==> src/rtl/fp6_add_arbiter_if.sv <==
// Handshake bundle between the compute lanes, the consumer and the shared FP6 add arbiter.
// Operands of requester i sit at bits [6i+5:6i] of req_a/req_b.
interface fp6_add_arbiter_if #(
    parameter int NUM_REQ = 4,
    parameter int ID_W    = 2
);
    logic [NUM_REQ-1:0]   req_valid;
    logic [NUM_REQ-1:0]   req_ready;
    logic [NUM_REQ*6-1:0] req_a;
    logic [NUM_REQ*6-1:0] req_b;
    logic                 rsp_valid;
    logic                 rsp_ready;
    logic [ID_W-1:0]      rsp_id;
    logic [5:0]           rsp_data;

    modport master (
        output req_valid, req_a, req_b, rsp_ready,
        input  req_ready, rsp_valid, rsp_id, rsp_data
    );

    modport slave (
        input  req_valid, req_a, req_b, rsp_ready,
        output req_ready, rsp_valid, rsp_id, rsp_data
    );
endinterface

==> src/rtl/fp6_add_arbiter.sv <==
// Round-robin arbiter sharing one combinational FP6 (E2M3, bias 1, no inf/NaN) adder among
// NUM_REQ lanes through a two-stage operand/result pipeline with a tagged, backpressured response.

module fp6_adder (
    input  logic [5:0] a,
    input  logic [5:0] b,
    output logic [5:0] sum
);
    // Every E2M3 value is an exact multiple of 1/8, so the add is done on integers in eighths.
    function automatic logic [6:0] to_eighths(input logic [4:0] em);
        logic [6:0] mag;
        case (em[4:3])
            2'd0:    mag = {4'd0, em[2:0]};
            2'd1:    mag = {3'd0, 1'b1, em[2:0]};
            2'd2:    mag = {2'd0, 1'b1, em[2:0], 1'b0};
            default: mag = {1'b0, 1'b1, em[2:0], 2'b00};
        endcase
        return mag;
    endfunction

    logic signed [7:0] a_val;
    logic signed [7:0] b_val;
    logic signed [7:0] sum_val;
    logic [6:0]        mag;
    logic [4:0]        q_half;
    logic [4:0]        q_quarter;
    logic [5:0]        q_half_rnd;
    logic [5:0]        q_quarter_rnd;
    logic [4:0]        em;
    logic              sign;

    always_comb begin
        a_val   = a[5] ? -$signed({1'b0, to_eighths(a[4:0])}) : $signed({1'b0, to_eighths(a[4:0])});
        b_val   = b[5] ? -$signed({1'b0, to_eighths(b[4:0])}) : $signed({1'b0, to_eighths(b[4:0])});
        sum_val = a_val + b_val;
        mag     = sum_val[7] ? 7'(-sum_val) : sum_val[6:0];

        // Round to nearest, ties to even, when dropping one (exp=2) or two (exp=3) eighth bits.
        q_half        = mag[5:1];
        q_half_rnd    = {1'b0, q_half} + 6'(mag[0] & q_half[0]);
        q_quarter     = mag[6:2];
        q_quarter_rnd = {1'b0, q_quarter} + 6'(mag[1] & (mag[0] | q_quarter[0]));

        if (mag < 7'd16) begin
            em = mag[4:0];
        end else if (mag < 7'd32) begin
            em = q_half_rnd[4] ? 5'b11000 : {2'b10, q_half_rnd[2:0]};
        end else begin
            // No infinity in this format: overflow saturates to the largest magnitude.
            em = (q_quarter_rnd > 6'd15) ? 5'b11111 : {2'b11, q_quarter_rnd[2:0]};
        end

        sign = (sum_val == 8'sd0) ? (a[5] & b[5]) : sum_val[7];
        sum  = {sign, em};
    end
endmodule

module fp6_add_arbiter #(
    parameter int NUM_REQ = 4,
    parameter int ID_W    = 2,
    parameter int CNT_W   = 16
) (
    input  logic             clk,
    input  logic             rst_n,
    fp6_add_arbiter_if.slave bus,
    output logic             busy,
    output logic [CNT_W-1:0] op_count
);
    logic [5:0]       lane_a [NUM_REQ];
    logic [5:0]       lane_b [NUM_REQ];

    logic             s1_valid_reg, s1_valid_next;
    logic [5:0]       s1_a_reg;
    logic [5:0]       s1_b_reg;
    logic [ID_W-1:0]  s1_id_reg;
    logic             s2_valid_reg, s2_valid_next;
    logic [5:0]       s2_data_reg;
    logic [ID_W-1:0]  s2_id_reg;
    logic [ID_W-1:0]  rr_ptr_reg, rr_ptr_next;
    logic [CNT_W-1:0] op_count_reg, op_count_next;

    logic             adv1, adv2, s1_free, s2_free;
    logic             grant_found, accept;
    logic [ID_W-1:0]  grant_id;
    logic [ID_W:0]    scan_idx;
    logic [5:0]       adder_sum;

    assign adv2    = s2_valid_reg & bus.rsp_ready;
    assign s2_free = ~s2_valid_reg | adv2;
    assign adv1    = s1_valid_reg & s2_free;
    assign s1_free = ~s1_valid_reg | adv1;

    // Scan from rr_ptr upward, wrapping at NUM_REQ, and keep the first asserted request.
    always_comb begin
        grant_found = 1'b0;
        grant_id    = '0;
        scan_idx    = '0;
        for (int k = 0; k < NUM_REQ; k++) begin
            scan_idx = {1'b0, rr_ptr_reg} + (ID_W+1)'(k);
            if (scan_idx >= (ID_W+1)'(NUM_REQ)) begin
                scan_idx = scan_idx - (ID_W+1)'(NUM_REQ);
            end
            if (!grant_found && bus.req_valid[scan_idx[ID_W-1:0]]) begin
                grant_found = 1'b1;
                grant_id    = scan_idx[ID_W-1:0];
            end
        end
    end

    // rst_n gates the grant so req_ready drops the moment reset asserts.
    assign accept = grant_found & s1_free & rst_n;

    generate
        for (genvar gi = 0; gi < NUM_REQ; gi++) begin : g_lane
            assign lane_a[gi]        = bus.req_a[6*gi +: 6];
            assign lane_b[gi]        = bus.req_b[6*gi +: 6];
            assign bus.req_ready[gi] = accept && (grant_id == ID_W'(gi));
        end
    endgenerate

    fp6_adder u_adder (
        .a   (s1_a_reg),
        .b   (s1_b_reg),
        .sum (adder_sum)
    );

    always_comb begin
        s1_valid_next = s1_valid_reg;
        s2_valid_next = s2_valid_reg;
        rr_ptr_next   = rr_ptr_reg;
        op_count_next = op_count_reg + CNT_W'(adv2);

        if (accept) begin
            s1_valid_next = 1'b1;
        end else if (adv1) begin
            s1_valid_next = 1'b0;
        end

        if (adv1) begin
            s2_valid_next = 1'b1;
        end else if (adv2) begin
            s2_valid_next = 1'b0;
        end

        if (accept) begin
            rr_ptr_next = (grant_id == ID_W'(NUM_REQ-1)) ? '0 : grant_id + 1'b1;
        end
    end

    always_ff @(posedge clk or negedge rst_n) begin
        if (!rst_n) begin
            s1_valid_reg <= 1'b0;
            s1_a_reg     <= '0;
            s1_b_reg     <= '0;
            s1_id_reg    <= '0;
            s2_valid_reg <= 1'b0;
            s2_data_reg  <= '0;
            s2_id_reg    <= '0;
            rr_ptr_reg   <= '0;
            op_count_reg <= '0;
        end else begin
            s1_valid_reg <= s1_valid_next;
            s2_valid_reg <= s2_valid_next;
            rr_ptr_reg   <= rr_ptr_next;
            op_count_reg <= op_count_next;
            if (accept) begin
                s1_a_reg  <= lane_a[grant_id];
                s1_b_reg  <= lane_b[grant_id];
                s1_id_reg <= grant_id;
            end
            // Result regs only load on adv1, which keeps them frozen while stalled.
            if (adv1) begin
                s2_data_reg <= adder_sum;
                s2_id_reg   <= s1_id_reg;
            end
        end
    end

    assign bus.rsp_valid = s2_valid_reg;
    assign bus.rsp_data  = s2_data_reg;
    assign bus.rsp_id    = s2_id_reg;
    assign busy          = s1_valid_reg | s2_valid_reg;
    assign op_count      = op_count_reg;
endmodule

==> src/flat_wrapper.sv <==
// flat-port wrapper written by rule: the top's interface ports become plain ports
module fp6_add_arbiter_flat 
#(
    parameter int NUM_REQ = 4,
    parameter int ID_W    = 2,
    parameter int CNT_W   = 16
)
  (clk, rst_n, busy, op_count, bus_req_valid, bus_req_a, bus_req_b, bus_rsp_ready, bus_req_ready, bus_rsp_valid, bus_rsp_id, bus_rsp_data);
  fp6_add_arbiter_if #(.NUM_REQ(NUM_REQ), .ID_W(ID_W)) bus_i ();
  input  logic clk;
  input  logic rst_n;
  output logic busy;
  output logic [CNT_W-1:0] op_count;
  input wire logic [$bits(bus_i.req_valid)-1:0] bus_req_valid;
  input wire logic [$bits(bus_i.req_a)-1:0] bus_req_a;
  input wire logic [$bits(bus_i.req_b)-1:0] bus_req_b;
  input wire logic [$bits(bus_i.rsp_ready)-1:0] bus_rsp_ready;
  output wire logic [$bits(bus_i.req_ready)-1:0] bus_req_ready;
  output wire logic [$bits(bus_i.rsp_valid)-1:0] bus_rsp_valid;
  output wire logic [$bits(bus_i.rsp_id)-1:0] bus_rsp_id;
  output wire logic [$bits(bus_i.rsp_data)-1:0] bus_rsp_data;
  assign bus_i.req_valid = bus_req_valid;
  assign bus_i.req_a = bus_req_a;
  assign bus_i.req_b = bus_req_b;
  assign bus_i.rsp_ready = bus_rsp_ready;
  assign bus_req_ready = bus_i.req_ready;
  assign bus_rsp_valid = bus_i.rsp_valid;
  assign bus_rsp_id = bus_i.rsp_id;
  assign bus_rsp_data = bus_i.rsp_data;
  fp6_add_arbiter #(.NUM_REQ(NUM_REQ), .ID_W(ID_W), .CNT_W(CNT_W)) u_core (.clk(clk), .rst_n(rst_n), .bus(bus_i), .busy(busy), .op_count(op_count));
endmodule
==> config.mk <==
export PLATFORM = sky130hd
export DESIGN_NAME = fp6_add_arbiter_flat
export DESIGN_NICKNAME = d
export VERILOG_FILES = /design/src/rtl/fp6_add_arbiter_if.sv /design/src/rtl/fp6_add_arbiter.sv /design/src/flat_wrapper.sv
export SDC_FILE = /design/constraint.sdc
export NUM_CORES = 1
export LEC_CHECK = 0
export CORE_MARGIN = 5
export CORE_UTILIZATION = 45
export CTS_CLUSTER_DIAMETER = 40
export DETAILED_ROUTE_END_ITERATION = 6
export PLACE_DENSITY = 0.74
export SKIP_LAST_GASP = 1
export SLEW_MARGIN = 20
export SYNTH_ARGS = -nofsm -noshare
export SYNTH_HDL_FRONTEND = slang
export SYNTH_SLANG_ARGS = --single-unit
==> constraint.sdc <==
create_clock -name clk -period 14.8 [get_ports clk]
set_clock_uncertainty 0.15 [all_clocks]
set_input_delay 2.96 -clock clk [delete_from_list [all_inputs] [get_ports clk]]
set_output_delay 2.96 -clock clk [all_outputs]
set_load 0.01 [all_outputs]
## Word-level counts from Yosys, hierarchy flattened

Cells that the tools add are included.

| operators by class | value |
|---|---|
| add/subtract/negate cells | 15 |
| magnitude comparators | 12 |
| equal/unequal tests | 7 |
| multiplexer cells | 41 |
| bitwise operators | 14 |
| reduce and logical (&&, ||, !) cells | 16 |

Operators by type and width:

| operator | number |
|---|---|
| $pmux W6 S3 | 2 |
| $bmux W6 S2 | 2 |
| $mux W6 | 4 |
| $mux W2 | 9 |
| $add A16 B1 Y16 | 1 |
| $mux W8 | 2 |
| $mux W1 | 13 |
| $ge A3 B3 Y1 const B | 4 |
| $lt A2 B3 Y1 const B | 4 |
| $add A8 B8 Y8 | 1 |
| $bmux W1 S2 | 4 |
| $eq A2 B2 Y1 const B | 4 |
| $logic_not A8 Y1 | 1 |
| $mux W4 | 2 |
| $neg A6 Y8 | 1 |
| $neg A7 Y8 | 1 |
| $sub A2 B1 Y2 const B | 4 |
| $and A1 B1 Y1 | 7 |
| $logic_and A1 B1 Y1 | 7 |
| $lt A7 B5 Y1 const B | 1 |
| $lt A7 B6 Y1 const B | 1 |
| $mux W7 | 1 |
| $neg A7 Y7 | 1 |
| $add A2 B2 Y3 const B | 2 |
| 15 further kinds | 26 |

| word-level totals | value |
|---|---|
| bits in registers | 42 |
| input bits | 55 |
| word-level logic and storage cells | 114 |

## Longest topological paths before layout

Gate-level depths: netlist of run 1.

| logic depth | value |
|---|---|
| depth in word-level cells | 18 |
| mapped depth | 25 |

## Hierarchy

A second synthesis of run 1 with hierarchy kept.

| unflattened totals | value |
|---|---|
| cells, all modules | 392 |
| area total of the unflattened synthesis | 3435.8 sq um |

By module, submodules not included:

| module | times used | cells an instance | area an instance (sq um) |
|---|---|---|---|
| fp6_add_arbiter | 1 | 213 | 2164.6 |
| fp6_adder | 1 | 179 | 1271.2 |

## Worst setup path before layout of run 1

OpenSTA, ideal clock, no wires.

| path | value |
|---|---|
| path type | input port to output port |
| from | input port bus_req_valid[2] |
| to | output port bus_req_ready[3] |
| arrival time | 4.376 ns |
| data required time | 11.690 ns |
| slack | 7.314 ns |
| stages on the path | 7 |
| path buffers | 1 |
| cell sequence | mux2i_1 -> nor2_1 -> nor3_1 -> clkbuf_1 -> ha_1 -> inv_1 -> nor2_1 |

| between the ends | value |
|---|---|
| elaborated cells between the ends (all ways) | 26 |
| those cells by class | 1 x eq/ne; 16 x mux; 2 x bitwise; 7 x reduce/logical |

RTL lines:

| item | line | text |
|---|---|---|
| from (decl) | flat_wrapper.sv:14 | `input wire logic [$bits(bus_i.req_valid)-1:0] bus_req_valid;` |
| $bmux W1 S2 | fp6_add_arbiter.sv:103 | `if (!grant_found && bus.req_valid[scan_idx[ID_W-1:0]]) begin` |
| $mux W1 (implied by the code) | fp6_add_arbiter.sv:103 |  |
| $mux W1 | fp6_add_arbiter.sv:103 |  |
| $logic_not A1 Y1 | fp6_add_arbiter.sv:103 |  |
| $logic_and A1 B1 Y1 | fp6_add_arbiter.sv:103 |  |
| $mux W1 | fp6_add_arbiter.sv:103 |  |
| $logic_not A1 Y1 | fp6_add_arbiter.sv:103 |  |
| $logic_and A1 B1 Y1 | fp6_add_arbiter.sv:103 |  |
| $mux W1 | fp6_add_arbiter.sv:103 |  |
| $logic_not A1 Y1 | fp6_add_arbiter.sv:103 |  |
| $logic_and A1 B1 Y1 | fp6_add_arbiter.sv:103 |  |
| $mux W2 * | fp6_add_arbiter.sv:103 |  |
| named net u_core.grant_id[0] | fp6_add_arbiter.sv:84 | `logic [ID_W-1:0] grant_id;` |
| $eq A2 B2 Y1 * | fp6_add_arbiter.sv:117 | `assign bus.req_ready[gi] = accept && (grant_id == ID_W'(gi));` |
| $logic_and A1 B1 Y1 * | fp6_add_arbiter.sv:117 |  |
| to (decl) | flat_wrapper.sv:18 | `output wire logic [$bits(bus_i.req_ready)-1:0] bus_req_ready;` |

Mark *: on every way through the listed nets, which the timed path passes. The rest lies on a longest branch. The select of a mux whose other input is x is not followed.

## Final worst setup path of run 1

| path | value |
|---|---|
| from | input port bus_req_valid[0] |
| to | output port bus_req_ready[3] |

| between the ends | value |
|---|---|
| word-level cells in the longest chain between the ends | 15 |
| elaborated cells between the ends (all ways) | 26 |
| those cells by class | 1 x eq/ne; 16 x mux; 2 x bitwise; 7 x reduce/logical |

RTL lines:

| item | line | text |
|---|---|---|
| $bmux W1 S2 | fp6_add_arbiter.sv:103 |  |
| $mux W1 (implied by the code) | fp6_add_arbiter.sv:103 |  |
| $mux W1 | fp6_add_arbiter.sv:103 |  |
| $logic_not A1 Y1 | fp6_add_arbiter.sv:103 |  |
| $logic_and A1 B1 Y1 | fp6_add_arbiter.sv:103 |  |
| $mux W1 | fp6_add_arbiter.sv:103 |  |
| $logic_not A1 Y1 | fp6_add_arbiter.sv:103 |  |
| $logic_and A1 B1 Y1 | fp6_add_arbiter.sv:103 |  |
| $mux W1 | fp6_add_arbiter.sv:103 |  |
| $logic_not A1 Y1 | fp6_add_arbiter.sv:103 |  |
| $logic_and A1 B1 Y1 | fp6_add_arbiter.sv:103 |  |
| $mux W1 | fp6_add_arbiter.sv:103 |  |
| $and A1 B1 Y1 (2 in a row) | fp6_add_arbiter.sv:111 | `assign accept = grant_found & s1_free & rst_n;` |
| $logic_and A1 B1 Y1 * | fp6_add_arbiter.sv:117 |  |

Every way passes the cells marked *; elsewhere a longest branch is shown, timed or not. The select of a mux whose other input is x is not followed.

==> results.toml, run 1 <==
[floorplan]
fp.dieW_um = 98.2
initial_utilization_pct = 45.7
die_area_mm2 = 0.00963
rows = 32
io_pins = 85
core-area_mm2 = 0.00765
dieHeight_um = 98.2

[yosys]
synth_enable_flop_cells = 0
synth-seq-cells = 42
synth_cell_types = 64
ys.flop_type = "dfrtp_1"
yosysWarnings = 0
synth-async-reset-ratio_pct = 100
yosysTopAreaCellShare_pct = 30.1
avgSynthCellArea_um2 = 7.65
synth_seq_area_share_pct = 30.1
synth_nets = 532
yosysTopAreaCell = "dfrtp_1"
syn_area_mm2 = 0.00350
netlist_instances = 457
yosys-top-cells-area = "dfrtp_1 (30%), nand2_1 (12%), ha_1 (6.8%)"

[cells_and_area]
final_cell_mix = "nand2_1 (108), clkdlybuf4s50_1 (83), dfrtp_1 (42)"
layout-drive-gt1-share_pct = 4.75
area_delta_synth_final_pct = 27.4
largest_reg_flops = 16
final_common_cell = "nand2_1"
nNetsFinal = 600
fillers = 684
diodes = 0
fin_area_mm2 = 0.00446

[grt]
busiest_layer = "met2"
overflow = 0
met3_usage_pct = 4.79
antenna_found_initial = 0
grt_use_total_pct = 16.9
grt.met1_usage_pct = 21.4
grt_max_degree = 44
grt_pass1_vias = 3283
grt_pass1_wl_mm = 14.1
grtUsageMet2_pct = 28.8

[sta]
layout_min_cycle_time_ns = 9.08
rsz0062_at_grt = "no"
max_freq_mhz = 110
hold_violations = 0
min_period_over_period_pct = 61.4
worst_slew_pin_slew_ns = 1.07
setup_slack_ns = 5.72
drv_slew = 0
setup_viol = 0
tns_ns = 0
slew_headroom_pct = 28.4
holdWs_ns = 0.325

[place]
place_area_mm2 = 0.00436
hpwl_mm = 6.39
place_ws_ns = 5.69
place_congestion = 0.864
io_buffers = 84

[routing]
wl_mm = 8.06
remaining_drc_errors = 0
vias = 3286
dr.pass1.iters = 5
ant_nets = 0
wire_per_inst_um = 12.8
viasPerCell = 5.23
drtIter0Drc = 148

[min_path]
holdPathStages = 1
hold_class = "flip-flop to flip-flop"

[clocking]
tritoncts = "yes"
post-cts-setup-buffers = 0
clock_path_buffers = 2
clk_latency_ns = 0.29
cts_sinks = 42
root_buffer = "clkbuf_8"
cts-buffers-inserted = 5
path_clk_slew_ns = 0.08
hold_buffers = 0
htreeDepth = 2
cts.repair.resized = 0

[outcome]
status = "completed"

[critical_path]
path_max_fanout = 28
crit_top_cell = "clkdlybuf4s50_1"
worst-r2r-cell-count = 23
required_ns = 11.69
crit_chain = "clkdlybuf4s50_1, a21oi_1, o21a_1, o22ai_2, inv_2, ha_1, inv_1, nor2_1, clkdlybuf4s50_1"
slowest_stage = "o22ai_2"
start_kind = "input pin"
crit_type = "input pin to primary output"
critical_path.max_stage_delay_ns = 0.83
cp-end-kind = "primary output"
critPathArrivalTime_ns = 5.97

[run]
timing.max_cap.violations = 0
[layer usage]
layer / wire length [um] / share of wire [%]
met5: 0 / 0
met2: 3800 / 47
met4: 126 / 1.6
met3: 441 / 5.5
met1: 3690 / 46
[cell families (layout without fill, tap and decap cells)]
kind of cell,count (synthesis),count (layout),synth area share (%)
DFF,42,42,30.1
AOI/OAI and AO/OA,101,101,19.8
adders and majority gates,20,20,7.37
muxes,7,7,2.08
xor gates and xnor gates,32,32,8.23
buffers and inverters,48,117,5.90
and+or+nand+nor,207,207,26.6
[synth_stat cells, types with 2 or more instances]
cell type  instances
or3_1              2
nor3_1             9
nand3_1           21
dfrtp_1           42
a31oi_1            2
o21a_1             4
nand2_1          108
o21ai_1            4
inv_1             23
and3_1             4
a211oi_1           3
nand4_1            4
mux2i_1            5
o211ai_1           4
and2_1             6
buf_4              2
clkbuf_1          16
o22ai_1            3
a221o_1            2
or2_2              2
ha_1              19
a21oi_1           15
nor2_1            30
nor3b_1            4
buf_2              3
o31ai_1            3
xnor2_1           22
nor2b_1            3
xor2_1             9
o21ai_0           41
o221a_1            2
nand2b_1           6
buf_6              2
or2_1              2
[critical path, delay by kind of cell]
kind,cells,cell delay (ns)
buffers and inverters,4,1.51
adder cells (fa/ha/maj),1,0.34
AND/OR/NAND/NOR,1,0.04
AO/OA/AOI/OAI,3,1.11
[final cells by class]
| type | count | area [um^2] | area share (%) |
|---|---|---|---|
| Clock buffer | 7 | 86.3 | 1.94 |
| Multi-Input combinational cell | 367 | 2250 | 50.6 |
| Clock inverter | 1 | 5.00 | 0.112 |
| Timing Repair Buffer | 85 | 843 | 18.9 |
| Inverter | 24 | 90.1 | 2.02 |
| Sequential cell | 42 | 1050 | 23.6 |
| Tap cell | 102 | 128 | 2.86 |
[path summary, 6_finish.rpt]
kind,slack (ns),from,to
min in group asynchronous,2.66,rst_n,u_core.rr_ptr_reg[1]
worst min register to register,0.32,u_core.op_count[15],u_core.op_count[15]
worst max register to register,8.96,u_core.s1_b_reg[4],u_core.bus.rsp_data[0]
max in group asynchronous,11.26,rst_n,u_core.op_count[12]
worst max-delay path,5.72,bus_req_valid[0],bus_req_ready[3]
worst min-delay path,0.32,u_core.op_count[15],u_core.op_count[15]
[through the flow]
step	util (%)	std cells
5_1_grt	58.3	628
3_5_place_dp	57.1	620
3_3_place_gp	57.1	620
2_1_floorplan	-	457
6_report	58.3	628
4_1_cts	58.2	628
Power of run 1 is not shown: default switching activity piles up to over one toggle a cycle in this logic, so the estimate is an artifact.
==> inputs of run 2 (changes only) <==
--- a/config.mk
+++ b/config.mk
@@ -9,7 +9,7 @@
 export CORE_UTILIZATION = 45
 export CTS_CLUSTER_DIAMETER = 40
 export DETAILED_ROUTE_END_ITERATION = 6
-export PLACE_DENSITY = 0.74
+export PLACE_DENSITY = 0.77
 export SKIP_LAST_GASP = 1
 export SLEW_MARGIN = 20
 export SYNTH_ARGS = -nofsm -noshare
==> constraint.sdc (replaced) <==
create_clock -name clk -period 7.4 [get_ports clk]
set_clock_uncertainty 0.15 [all_clocks]
set_input_delay 1.48 -clock clk [delete_from_list [all_inputs] [get_ports clk]]
set_output_delay 1.48 -clock clk [all_outputs]
set_load 0.01 [all_outputs]
==> run 2 against run 1 <==
  * Flip-flop and latch count did not move
  * Count of clock-buffer cells in the layout fell by 2
  * Final cell count rose by 0.32%
  * First-iteration DRC count fell by 1.4%
  * Via count rose by 0.76%
  * Die area did not move
  * Global-route usage rose by 0.70 points
  * Setup slack got worse by 4.1 ns
  * Critical path depth rose by 14
  * Hold slack improved by 0.0078 ns
  * Non-clock buffer count rose by 2
  * Cell area rose by 0.93%
  * Critical path type is now flip-flop to flip-flop
  * Highest routed layer unchanged
==> results.toml, run 2 (synthesis gave the netlist of run 1 again) <==
[outcome]
status = "completed"

[cells_and_area]
final_cell_mix = "nand2_1 (108), clkdlybuf4s50_1 (83), dfrtp_1 (42)"
area_delta_synth_final_pct = 28.6
nNetsFinal = 602
fin_cells = 630
final_common_cell = "nand2_1"
largest_reg_flops = 16
layout-drive-gt1-share_pct = 5.30
diodes = 0
fin_area_mm2 = 0.00450

[place]
place_area_mm2 = 0.00438
place_congestion = 0.885
placed_cells = 622
hpwl_mm = 6.38
io_buffers = 84

[grt]
grt_pass1_vias = 3335
overflow = 0
grt_use_total_pct = 17.6
grt_pass1_wl_mm = 14.7
antenna_found_initial = 0
grt_max_degree = 44

[routing]
ant_nets = 0
drtIter0Drc = 146
remaining_drc_errors = 0
viasPerCell = 5.26
wl_mm = 8.25
vias = 3311
dr.pass1.iters = 7
wire_per_inst_um = 13.1

[sta]
setup_viol = 0
slew_headroom_pct = 48.7
worst_slew_pin_slew_ns = 0.765
rsz0062_at_grt = "no"
tns_ns = 0
drv_slew = 0
min_period_over_period_pct = 77.6
layout_min_cycle_time_ns = 5.74
max_freq_mhz = 174
hold_violations = 0

[critical_path]
critPathBufInv = 2
worstReg2RegStart = "u_core.s1_b_reg[4]"
timing.critical_path.from = "u_core.s1_b_reg[4]"
worst-r2r-cell-count = 23
crit_type = "flip-flop to flip-flop"
start_kind = "flip-flop"
reg2reg_to = "u_core.bus.rsp_data[0]"
crit_chain = "inv_1, nor2_1, a22o_1, inv_1, ha_1, o21ai_0, nand2_1, xnor2_1, ha_1, o211ai_1, o211ai_1, a21oi_2, xnor2_1, nor2_1, xnor2_1, o21a_1, ha_1, ha_1, nor4b_1, a2bb2oi_2, a32oi_1, or3_1, o221a_1"
worstSetupEndpoint = "u_core.bus.rsp_data[0]"
crit_cells = 23
cp-end-kind = "flip-flop"
required_ns = 7.45
critical_path.max_stage_delay_ns = 0.61
critPathArrivalTime_ns = 5.79
cpLargestDelayFamily = "compound AO/OA/AOI/OAI gates"
slowest_stage = "xnor2_1"
reg2reg_slack_ns = 1.66
path_max_fanout = 12
crit_top_cell = "ha_1"

[clocking]
clk_latency_ns = 0.30
post-cts-setup-buffers = 0
cts.repair.resized = 0
cts_sinks = 42
hold_buffers = 0
htreeDepth = 2
root_buffer = "clkbuf_8"
tritoncts = "yes"
cts-buffers-inserted = 5
path_clk_slew_ns = 0.10
clock_path_buffers = 2

[floorplan]
rows = 32
initial_utilization_pct = 45.7
die_area_mm2 = 0.00963
fp.dieW_um = 98.2
io_pins = 85
dieHeight_um = 98.2
core-area_mm2 = 0.00765

[min_path]
hold_class = "flip-flop to flip-flop"

[run]
timing.max_cap.violations = 0
run 2: changes by cell type in the layout (fill, tap and decap cells not counted):
cell        before  now
clkbuf_8         6    5
bufinv_16        0    1
inv_8            0    1
clkbuf_1         1    0
buf_4            1    3
clkinvlp_4       0    1
clkinv_2         1    0
run 2: area by class of cell:
| type | instances | area, um^2 |
|---|---|---|
| inverter | 24 | 90.1 |
| multi-input combinational | 367 | 2250 |
| fill | 694 | 3150 |
| timing repair buffer | 87 | 858 |
| clock inverter | 3 | 48.8 |
| tap | 102 | 128 |
| sequential | 42 | 1050 |
| clock buffer | 5 | 68.8 |
run 2: per-layer routing:
layer,vias up,share of wire (%),track usage (%),routed length [um]
li1,1709,-,-,-
met1,1498,46,22.5,3760
met2,98,48,30.3,3930
met3,6,5.8,4.00,476
met4,0,0.95,4.41,78
met5,-,0,0,0
run 2: worst min-delay path by stage:
stage | startpoint | depth (start not counted) | to
2_1_floorplan | u_core.s1_id_reg[0] | 2 | u_core.bus.rsp_id[0]
3_3_place_gp | u_core.s1_id_reg[0] | 2 | u_core.bus.rsp_id[0]
3_5_place_dp | u_core.s1_id_reg[0] | 2 | u_core.bus.rsp_id[0]
4_1_cts | u_core.op_count[15] | 1 | u_core.op_count[15]
5_1_grt | u_core.op_count[15] | 1 | u_core.op_count[15]
6_report | u_core.s1_id_reg[0] | 2 | u_core.bus.rsp_id[0]
run 2: tightest hold or removal path, delay by kind of cell, from the launching register on:
| family | cells | cell delay (ns) |
|---|---|---|
| DFF | 1 | 0.36 |
| and+or+nand+nor | 2 | 0.10 |
run 2: stage by stage:
step                      util [%]  setup WS (ns)  hold slack (ns)
after CTS                     58.8           1.71            0.338
after global routing          58.8           1.18            0.348
after global placement        57.2           1.95            0.307
final                         58.8           1.66            0.333
after detailed placement      57.2           1.70            0.319
after floorplan                  -           2.43            0.289
Power of run 2 is left out for the same reason.
